`config.mk`:
```
export PLATFORM = sky130hd
export DESIGN_NAME = fifo_push_arbiter
export DESIGN_NICKNAME = d
export VERILOG_FILES = /design/src/rtl/fifo_arb_pkg.sv /design/src/rtl/fifo_push_arbiter_rr_picker.sv /design/src/rtl/fifo_push_arbiter.sv
export SDC_FILE = /design/constraint.sdc
export NUM_CORES = 1
export LEC_CHECK = 0
export ABC_CLOCK_PERIOD_IN_PS = 4200
export BUFFER_PORTS_ARGS = -buffer_cell sky130_fd_sc_hd__buf_2
export CAP_MARGIN = 0
export CORE_ASPECT_RATIO = 1.4
export CORE_MARGIN = 2
export CORE_UTILIZATION = 39
export DETAILED_ROUTE_END_ITERATION = 8
export GPL_ROUTABILITY_DRIVEN = 1
export PLACE_DENSITY = 0.92
export SLEW_MARGIN = 20
export SYNTH_ARGS = -nofsm -noshare
export SYNTH_HDL_FRONTEND = slang
export SYNTH_SLANG_ARGS = --single-unit
```
`constraint.sdc`:
```
create_clock -name clk -period 4.2 [get_ports clk]
set_clock_uncertainty 0.2 [all_clocks]
set_input_delay 0.63 -clock clk [delete_from_list [all_inputs] [get_ports clk]]
set_output_delay 0.63 -clock clk [all_outputs]
set_load 0.01 [all_outputs]
```
`src/rtl/fifo_arb_pkg.sv`:
```
// Shared types and helpers for the FIFO push-side arbiter and its picker.
// Holds the arbitration state encoding and the modulo-N round-robin increment.
// The increment wraps at the requester count, not at a power of two.
package fifo_arb_pkg;

  // ARB: choose a new owner each cycle; LOCK: stay with owner_q for a burst.
  typedef enum logic {
    ARB  = 1'b0,
    LOCK = 1'b1
  } arb_state_e;

  // Next index after 'last' in a ring of num_req entries.
  function automatic int unsigned rr_next(input int unsigned last,
                                          input int unsigned num_req);
    if (last + 1 >= num_req) begin
      return 0;
    end
    return last + 1;
  endfunction

endpackage

```
`src/rtl/fifo_push_arbiter_rr_picker.sv`:
```
// Round-robin picker: first set request after last_i, searching modulo NUM_REQ.
// Purely combinational, no state and no clock.
// When nothing is requested, winner_o falls back to last_i and any_valid_o is low.
module rr_picker
  import fifo_arb_pkg::*;
#(
  parameter int NUM_REQ = 4,
  parameter int IDX_W   = $clog2(NUM_REQ)
) (
  input  logic [NUM_REQ-1:0] req_i,
  input  logic [IDX_W-1:0]   last_i,
  output logic [IDX_W-1:0]   winner_o,
  output logic               any_valid_o
);

  logic [IDX_W-1:0] idx;
  logic             found;

  // Walk the ring starting one past last_i; the first hit wins.
  always_comb begin
    winner_o    = last_i;
    any_valid_o = 1'b0;
    found       = 1'b0;
    idx         = last_i;
    for (int k = 0; k < NUM_REQ; k++) begin
      idx = IDX_W'(rr_next(32'(idx), NUM_REQ));
      if (!found && req_i[idx]) begin
        found    = 1'b1;
        winner_o = idx;
      end
    end
    any_valid_o = found;
  end

endmodule

```
`src/rtl/fifo_push_arbiter.sv`:
```
// Shares one FIFO push port among NUM_REQ requesters, round-robin with burst locking.
// Zero-latency datapath: selected data and grants are combinational; state is registered.
// A full FIFO (push_grant_i low) stalls the current selection; the burst count holds.
module fifo_push_arbiter
  import fifo_arb_pkg::*;
#(
  parameter int DATA_WIDTH = 32,
  parameter int NUM_REQ    = 4,
  parameter int MAX_BURST  = 4
) (
  input  logic                                clk,
  input  logic                                rst,
  input  logic [NUM_REQ-1:0]                  req_valid_i,
  input  logic [NUM_REQ*(DATA_WIDTH+1)-1:0]   req_data_i,
  output logic [NUM_REQ-1:0]                  req_grant_o,
  output logic                                push_valid_o,
  output logic [DATA_WIDTH:0]                 push_data_o,
  input  logic                                push_grant_i,
  output logic [$clog2(NUM_REQ)-1:0]          owner_o,
  output logic                                locked_o
);

  localparam int DW    = DATA_WIDTH + 1;
  localparam int IDX_W = $clog2(NUM_REQ);
  localparam int CNT_W = $clog2(MAX_BURST + 1);

  // Arbitration state.
  arb_state_e       state_q, state_d;
  logic [IDX_W-1:0] last_q,  last_d;
  logic [IDX_W-1:0] owner_q, owner_d;
  logic [CNT_W-1:0] cnt_q,   cnt_d;

  // Combinational selection.
  logic [DW-1:0]    slice   [NUM_REQ];
  logic [IDX_W-1:0] winner;
  logic             any_valid;
  logic [IDX_W-1:0] sel_idx;
  logic             sel_vld;
  logic             sel_has_data;
  logic             xfer;

  // Unpack the flat requester bus into one word per requester.
  for (genvar gi = 0; gi < NUM_REQ; gi++) begin : g_slice
    assign slice[gi] = req_data_i[gi*DW +: DW];
  end

  rr_picker #(
    .NUM_REQ (NUM_REQ),
    .IDX_W   (IDX_W)
  ) u_picker (
    .req_i       (req_valid_i),
    .last_i      (last_q),
    .winner_o    (winner),
    .any_valid_o (any_valid)
  );

  // Pick the candidate: the locked owner in LOCK, otherwise the round-robin winner.
  // With nobody requesting in ARB the index parks on last_q and the data is zeroed.
  always_comb begin
    sel_idx      = last_q;
    sel_vld      = 1'b0;
    sel_has_data = 1'b0;
    if (state_q == LOCK) begin
      sel_idx      = owner_q;
      sel_vld      = req_valid_i[owner_q];
      sel_has_data = 1'b1;
    end else if (any_valid) begin
      sel_idx      = winner;
      sel_vld      = 1'b1;
      sel_has_data = 1'b1;
    end
  end

  // Drive the FIFO and requester outputs; reset forces everything quiet
  // immediately, without waiting for the registers to settle.
  always_comb begin
    push_valid_o = 1'b0;
    push_data_o  = '0;
    owner_o      = '0;
    locked_o     = 1'b0;
    req_grant_o  = '0;
    xfer         = 1'b0;
    if (!rst) begin
      push_valid_o = sel_vld;
      owner_o      = sel_idx;
      locked_o     = (state_q == LOCK);
      if (sel_has_data) begin
        push_data_o = slice[sel_idx];
      end
      xfer = sel_vld && push_grant_i;
      if (xfer) begin
        req_grant_o[sel_idx] = 1'b1;
      end
    end
  end

  // Next-state: start a burst on an ARB transfer, count beats in LOCK, and
  // drop back to ARB when the burst is complete or the owner goes idle.
  always_comb begin
    state_d = state_q;
    last_d  = last_q;
    owner_d = owner_q;
    cnt_d   = cnt_q;
    unique case (state_q)
      ARB: begin
        if (xfer) begin
          last_d = winner;
          cnt_d  = CNT_W'(1);
          if (MAX_BURST > 1) begin
            state_d = LOCK;
            owner_d = winner;
          end
        end
      end
      LOCK: begin
        if (!req_valid_i[owner_q]) begin
          // Owner went idle: one bubble cycle, then re-arbitrate from owner_q+1.
          state_d = ARB;
          cnt_d   = '0;
        end else if (xfer) begin
          if (cnt_q == CNT_W'(MAX_BURST - 1)) begin
            state_d = ARB;
            cnt_d   = '0;
          end else begin
            cnt_d = cnt_q + CNT_W'(1);
          end
        end
      end
      default: begin
        state_d = ARB;
        cnt_d   = '0;
      end
    endcase
  end

  // State register; last_q resets to the top index so requester 0 goes first.
  always_ff @(posedge clk or posedge rst) begin
    if (rst) begin
      state_q <= ARB;
      last_q  <= IDX_W'(NUM_REQ - 1);
      owner_q <= '0;
      cnt_q   <= '0;
    end else begin
      state_q <= state_d;
      last_q  <= last_d;
      owner_q <= owner_d;
      cnt_q   <= cnt_d;
    end
  end

endmodule

```
## After elaboration in Yosys (flattened, before gate mapping)

Index checks and enable logic that the tools add are counted.

| operators by class | value |
|---|---|
| mux-type cells | 54 |
| bitwise operators | 2 |
| add/subtract/negate cells | 5 |
| $lt $le $gt $ge | 12 |
| equal/unequal tests | 3 |
| reductions and logical operators | 10 |

Operators by type and width:

| kind | count |
|---|---|
| $mux W33 | 4 |
| $bmux W33 S2 | 1 |
| $mux W1 | 24 |
| $mux W2 | 11 |
| $lt A2 B3 Y1 const B | 6 |
| $ge A3 B3 Y1 const B | 5 |
| $add A2 B1 Y3 const B | 4 |
| $mux W3 | 4 |
| $bmux W1 S2 | 5 |
| $mux W4 | 2 |
| $pmux W3 S2 | 1 |
| $logic_and A1 B1 Y1 | 5 |
| $reduce_and A2 Y1 | 2 |
| $add A3 B1 Y3 const B | 1 |
| $eq A3 B2 Y1 const B | 1 |
| $logic_not A1 Y1 | 3 |
| $ne A3 B3 Y1 const B | 1 |
| $not A2 Y3 | 1 |
| $demux W1 S2 | 1 |
| $ge A2 B1 Y1 const B | 1 |
| $ne A2 B2 Y1 const B | 1 |
| $pmux W1 S2 | 1 |
| $not A1 Y1 | 1 |

| word-level totals | value |
|---|---|
| output and inout bits | 41 |
| logic and storage cells | 90 |
| input port bits | 139 |
| flip-flop bits (word level) | 8 |

## Depth between registers and ports, before layout

| logic depth | value |
|---|---|
| word-level depth | 28 |
| gate-level depth with buffers | 13 |
| mapped depth without buffers | 9 |

## Hierarchy

Synthesis repeated with hierarchy kept, for this count alone.

| second synthesis, totals | value |
|---|---|
| cell total of the unflattened synthesis | 484 |
| area, all modules | 3,392.0 µm² |

Modules (own cells, without submodules):

| module | cells each | area an instance (µm²) | instances | seq. area each (µm²) |
|---|---|---|---|---|
| fifo_push_arbiter | 433 | 3,062.9 | 1 | 202.7 |
| rr_picker | 51 | 329.1 | 1 | 0.0 |

## Worst setup path after synthesis

OpenSTA, ideal clock, no wires.

| path | value |
|---|---|
| path kind | register to output |
| from | register last_q[1] |
| to | output port push_data_o[1] |
| arrival time | 2,617 ps |
| required time | 3,370 ps |
| path slack | 753 ps |
| path buffers | 3 |
| stages on the path, launching flop included | 13 |
| cell sequence | dfstp_2 -> ha_1 -> buf_6 -> mux2_4 -> nor3b_2 -> o21bai_1 -> a21boi_4 -> a2111oi_4 -> or2_1 -> buf_6 -> buf_12 -> nand3_1 -> a31oi_1 |

| on the way | value |
|---|---|
| word-level cells in the longest chain between the ends | 28 |
| elaborated cells on any way between the ends | 48 |
| those cells by class | 4 x add/sub; 4 x order compare; 33 x mux; 1 x bitwise; 6 x reduce/logical |

Ends and longest elaborated chain:

| element | RTL line | source |
|---|---|---|
| start: declaration | fifo_push_arbiter.sv:29 | `logic [IDX_W-1:0] last_q, last_d;` |
| start signal: assignment | fifo_push_arbiter.sv:140 | `last_q <= IDX_W'(NUM_REQ - 1);` |
| start signal: assignment | fifo_push_arbiter.sv:145 | `last_q <= last_d;` |
| $add A2 B1 Y3 | fifo_arb_pkg.sv:18 | `return last + 1;` |
| $ge A3 B3 Y1 | fifo_arb_pkg.sv:15 | `if (last + 1 >= num_req) begin` |
| $mux W1 | fifo_arb_pkg.sv:15 |  |
| $mux W2 | fifo_arb_pkg.sv:18 |  |
| $add A2 B1 Y3 | fifo_arb_pkg.sv:15 |  |
| $ge A3 B3 Y1 | fifo_arb_pkg.sv:15 |  |
| $mux W1 | fifo_arb_pkg.sv:15 |  |
| $mux W2 | fifo_arb_pkg.sv:18 |  |
| [... 11 more ...] | n/a |  |
| $mux W2 or $mux W1 (tied branches) | fifo_push_arbiter_rr_picker.sv:27 | `if (!found && req_i[idx]) begin` |
| $mux W2 | fifo_push_arbiter.sv:67 | `end else if (any_valid) begin` |
| $mux W2 | fifo_push_arbiter.sv:63 | `if (state_q == LOCK) begin` |
| $not A2 Y3 (implied by the code) | fifo_push_arbiter.sv:88 | `push_data_o = slice[sel_idx];` |
| $bmux W33 S2 | fifo_push_arbiter.sv:88 |  |
| $mux W33 (implied by the code) (2 in a row) | fifo_push_arbiter.sv:88 |  |
| $mux W33 * | fifo_push_arbiter.sv:87 | `if (sel_has_data) begin` |
| $mux W33 * | fifo_push_arbiter.sv:83 | `if (!rst) begin` |
| end: declaration | fifo_push_arbiter.sv:17 | `output logic [DATA_WIDTH:0] push_data_o,` |

Every way passes the cells marked *; elsewhere a longest branch is shown, timed or not. The select of a mux whose other input is x is not followed.

## Worst setup path after layout

| path | value |
|---|---|
| from | register last_q[1] |
| to | output port push_data_o[14] |

The elaborated chain is that of the path after synthesis.

==> results.sh <==
export IMPL_clock_root_buffer="clkbuf_8"
export IMPL_seq_area_frac_synth_pct=9.74
export IMPL_grt_usage_pct=29.7
export IMPL_leakage_uw=0.00137
export IMPL_hpwl_mm=7.01
export IMPL_die_w_um=65.8
export IMPL_rows=31
export IMPL_clockBufferDepth=2
export IMPL_crit_type="register to output port"
export IMPL_cp_end_kind="output port"
export IMPL_slew_headroom_pct=63.9
export IMPL_synth_top_cell_area_share_pct=16.3
export IMPL_die_y_um=90.5
export IMPL_cp_num_buf_inv=2
export IMPL_numCtsBuffers=3
export IMPL_gr_total_overflow=0
export IMPL_drive_above_1_share_pct=48.0
export IMPL_gp_congestion=0.953
export IMPL_grt_max_degree=53
export IMPL_drc=0
export IMPL_dr_pass1_iters=5
export IMPL_hold_class="primary input to async pin"
export IMPL_cts_tree="done"
export IMPL_critPathLaunchType="register"
export IMPL_period_share_pct=96.4
export IMPL_setup_violations_final=0
export IMPL_insertedDiodeCount=0
export IMPL_yosysTopAreaCell="nand3_1"
export IMPL_clk_pin_slew_ns=0.04
export IMPL_status="complete, no violations"
export IMPL_wire_per_inst_um=17.7
export IMPL_syn2layout_area_growth_pct=41.5
export IMPL_dr_first_iter_drc_count=241
export IMPL_fp_dieArea_mm2=0.00595
export IMPL_maxCapViolations=0
export IMPL_hold_violations=0
export IMPL_synthArstFlopShare_pct=100
export IMPL_io_buffers=179
export IMPL_clock_fmax_mhz=247
export IMPL_ys_types=52
export IMPL_viasPerCell=6.06
export IMPL_p_per_area_mw_per_mm2=1080
export IMPL_routed_via_count=3093
export IMPL_finalCriticalPeriod_ns=4.05
export IMPL_synth_main_ff_cell="dfrtp_1"
export IMPL_hold_buffers=0
export IMPL_clkLatencyLatePin_ns=0.23
export IMPL_max_stage_delay_ns=0.55
export IMPL_ant_nets=0
export IMPL_slew_viol_final=0
export IMPL_antenna_found_initial=0
export IMPL_critPathSlowestCell="dfstp_2"
export IMPL_coreArea_mm2=0.00516
export IMPL_wirelength_mm=9.04
export IMPL_crit_chain="ha_2, mux2_4, nor3b_2, o21bai_1, a21boi_4, a2111oi_4, nor2_4, buf_12, a32oi_1, a31oi_1, buf_2"
export IMPL_vdd_ir_drop_max_uv=738
export IMPL_tns_ns=0
export IMPL_stdcell_count=510
export IMPL_grt_pass1_wl_mm=14.3
export IMPL_critPathRequiredTime_ns=3.37
export IMPL_fin_nets=587
export IMPL_synth_area_leaders="nand3_1, a32oi_1, a31oi_1"
export IMPL_syn_area_per_cell_um2=7.13
export IMPL_syn_inst=292
export IMPL_crit_arrival_ns=3.22
export IMPL_ys_seq_elements=8
export IMPL_crit_fanout=35
export IMPL_pin_count=180
export IMPL_yosysWarnings=0
export IMPL_cts_repair_resized=0
export IMPL_cts_setup_buffers=0
export IMPL_cts_max_level=1
export IMPL_rsz0062_at_grt="no"
export IMPL_tightest_slew_ns=0.536
export IMPL_synth_edff_count=0
export IMPL_cts_sinks=8
export IMPL_synthesis_area_mm2=0.00208
export IMPL_power_uw=3170
export IMPL_initial_utilization_pct=40.4
export IMPL_path_delay_family="compound AO/OA/AOI/OAI gates"
export IMPL_synth_nets=433
export IMPL_grt_pass1_vias=2959
export IMPL_dp_cells=507
## worst register-to-register path, stage by stage, from the launching register on
cell	delay, ns
dfrtp_1	0.40
mux4_2	0.57
nand2b_1	0.20
and3_1	0.23
nand2_1	0.26
nor2_1	0.16
mux2_2	0.30
## cell usage in the layout, fill, tap and decap left out, types with 2 or more instances in the layout
cell	count
buf_6	2
dfrtp_1	6
a32oi_1	33
nor2b_1	3
buf_2	179
buf_12	3
nand2_1	11
mux2_2	4
o21ai_1	5
dfstp_2	2
nor3b_2	2
nor2_1	14
and3_1	3
a31oi_1	33
a211oi_1	3
clkbuf_8	3
inv_1	6
a21oi_1	10
nor3_1	4
o21a_1	2
nand3_1	68
o21ai_0	10
buf_4	5
nand2b_1	4
## where the power goes
group	internal, uW	switching [uW]
clock	62.1	30.5
sequential	116	37.9
combinational	1150	1770
## routing by layer
| metal | track usage [%] | part of all wire (%) | vias to the layer above | wire (um) |
|---|---|---|---|---|
| li1 | - | - | 1459 | - |
| met1 | 41.0 | 40 | 1417 | 3600 |
| met2 | 47.6 | 48 | 203 | 4340 |
| met3 | 5.99 | 11 | 14 | 999 |
| met4 | 5.56 | 1.1 | 0 | 99 |
| met5 | 0 | 0 | - | 0 |
## final cells by class
| cell class | count | area [um^2] |
|---|---|---|
| clock buffers | 3 | 41.3 |
| inverters | 7 | 26.3 |
| well taps | 66 | 82.6 |
| fillers | 488 | 2210 |
| multi-input cells | 237 | 1580 |
| flip-flops and latches | 8 | 203 |
| repair buffers | 189 | 1020 |
## cells in the mapped netlist, types with 2 or more instances
master	count
a211oi_1	3
a21oi_1	10
a21oi_2	2
a31oi_1	33
a32oi_1	33
and3_1	3
buf_12	3
buf_2	16
buf_4	6
buf_6	6
clkbuf_1	8
dfrtp_1	6
dfstp_2	2
ha_1	2
inv_1	6
mux2_2	4
nand2_1	11
nand2b_1	4
nand3_1	68
nor2_1	14
nor2b_1	3
nor3_1	4
nor3b_2	2
o21a_1	2
o21ai_0	11
o21ai_1	4
## path summary, 6_finish.rpt
check	slack [ns]	to	start	depth (start not counted)
setup / recovery	0.15	push_data_o[14]	last_q[1]	11
hold / removal	0.20	cnt_q[2]	rst	2
setup reg to reg	1.77	owner_q[0]	owner_q[0]	6
hold reg to reg	0.35	cnt_q[2]	cnt_q[2]	2
max in group asynchronous	3.30	last_q[1]	rst	2
min in group clk	0.35	cnt_q[2]	cnt_q[2]	2
## registers in the layout, summed over array words and instances, names as in the netlist
name,flops
state_q,1
cnt_q,3
last_q,2
owner_q,2
## metrics by stage
step	setup slack [ns]	utilization (%)	hold slack, ns	area [um^2]
after floorplan	0.753	-	0.257	2080
after global placement	0.344	56.1	0.292	2900
after detailed placement	0.273	56.1	0.318	2900
after CTS	0.0222	56.9	0.205	2940
after global routing	0.00720	57.1	0.223	2950
final	0.152	57.1	0.199	2950
## cells by family after synthesis
logic type / share of synthesized area (%)
fa+ha+maj: 1.20
mux: 4.45
simple gates: 28.3
flops: 9.74
xor+xnor: 1.20
buf+inv: 15.2
compound gates: 39.9
Note: power is estimated with default switching activity, not from simulation.
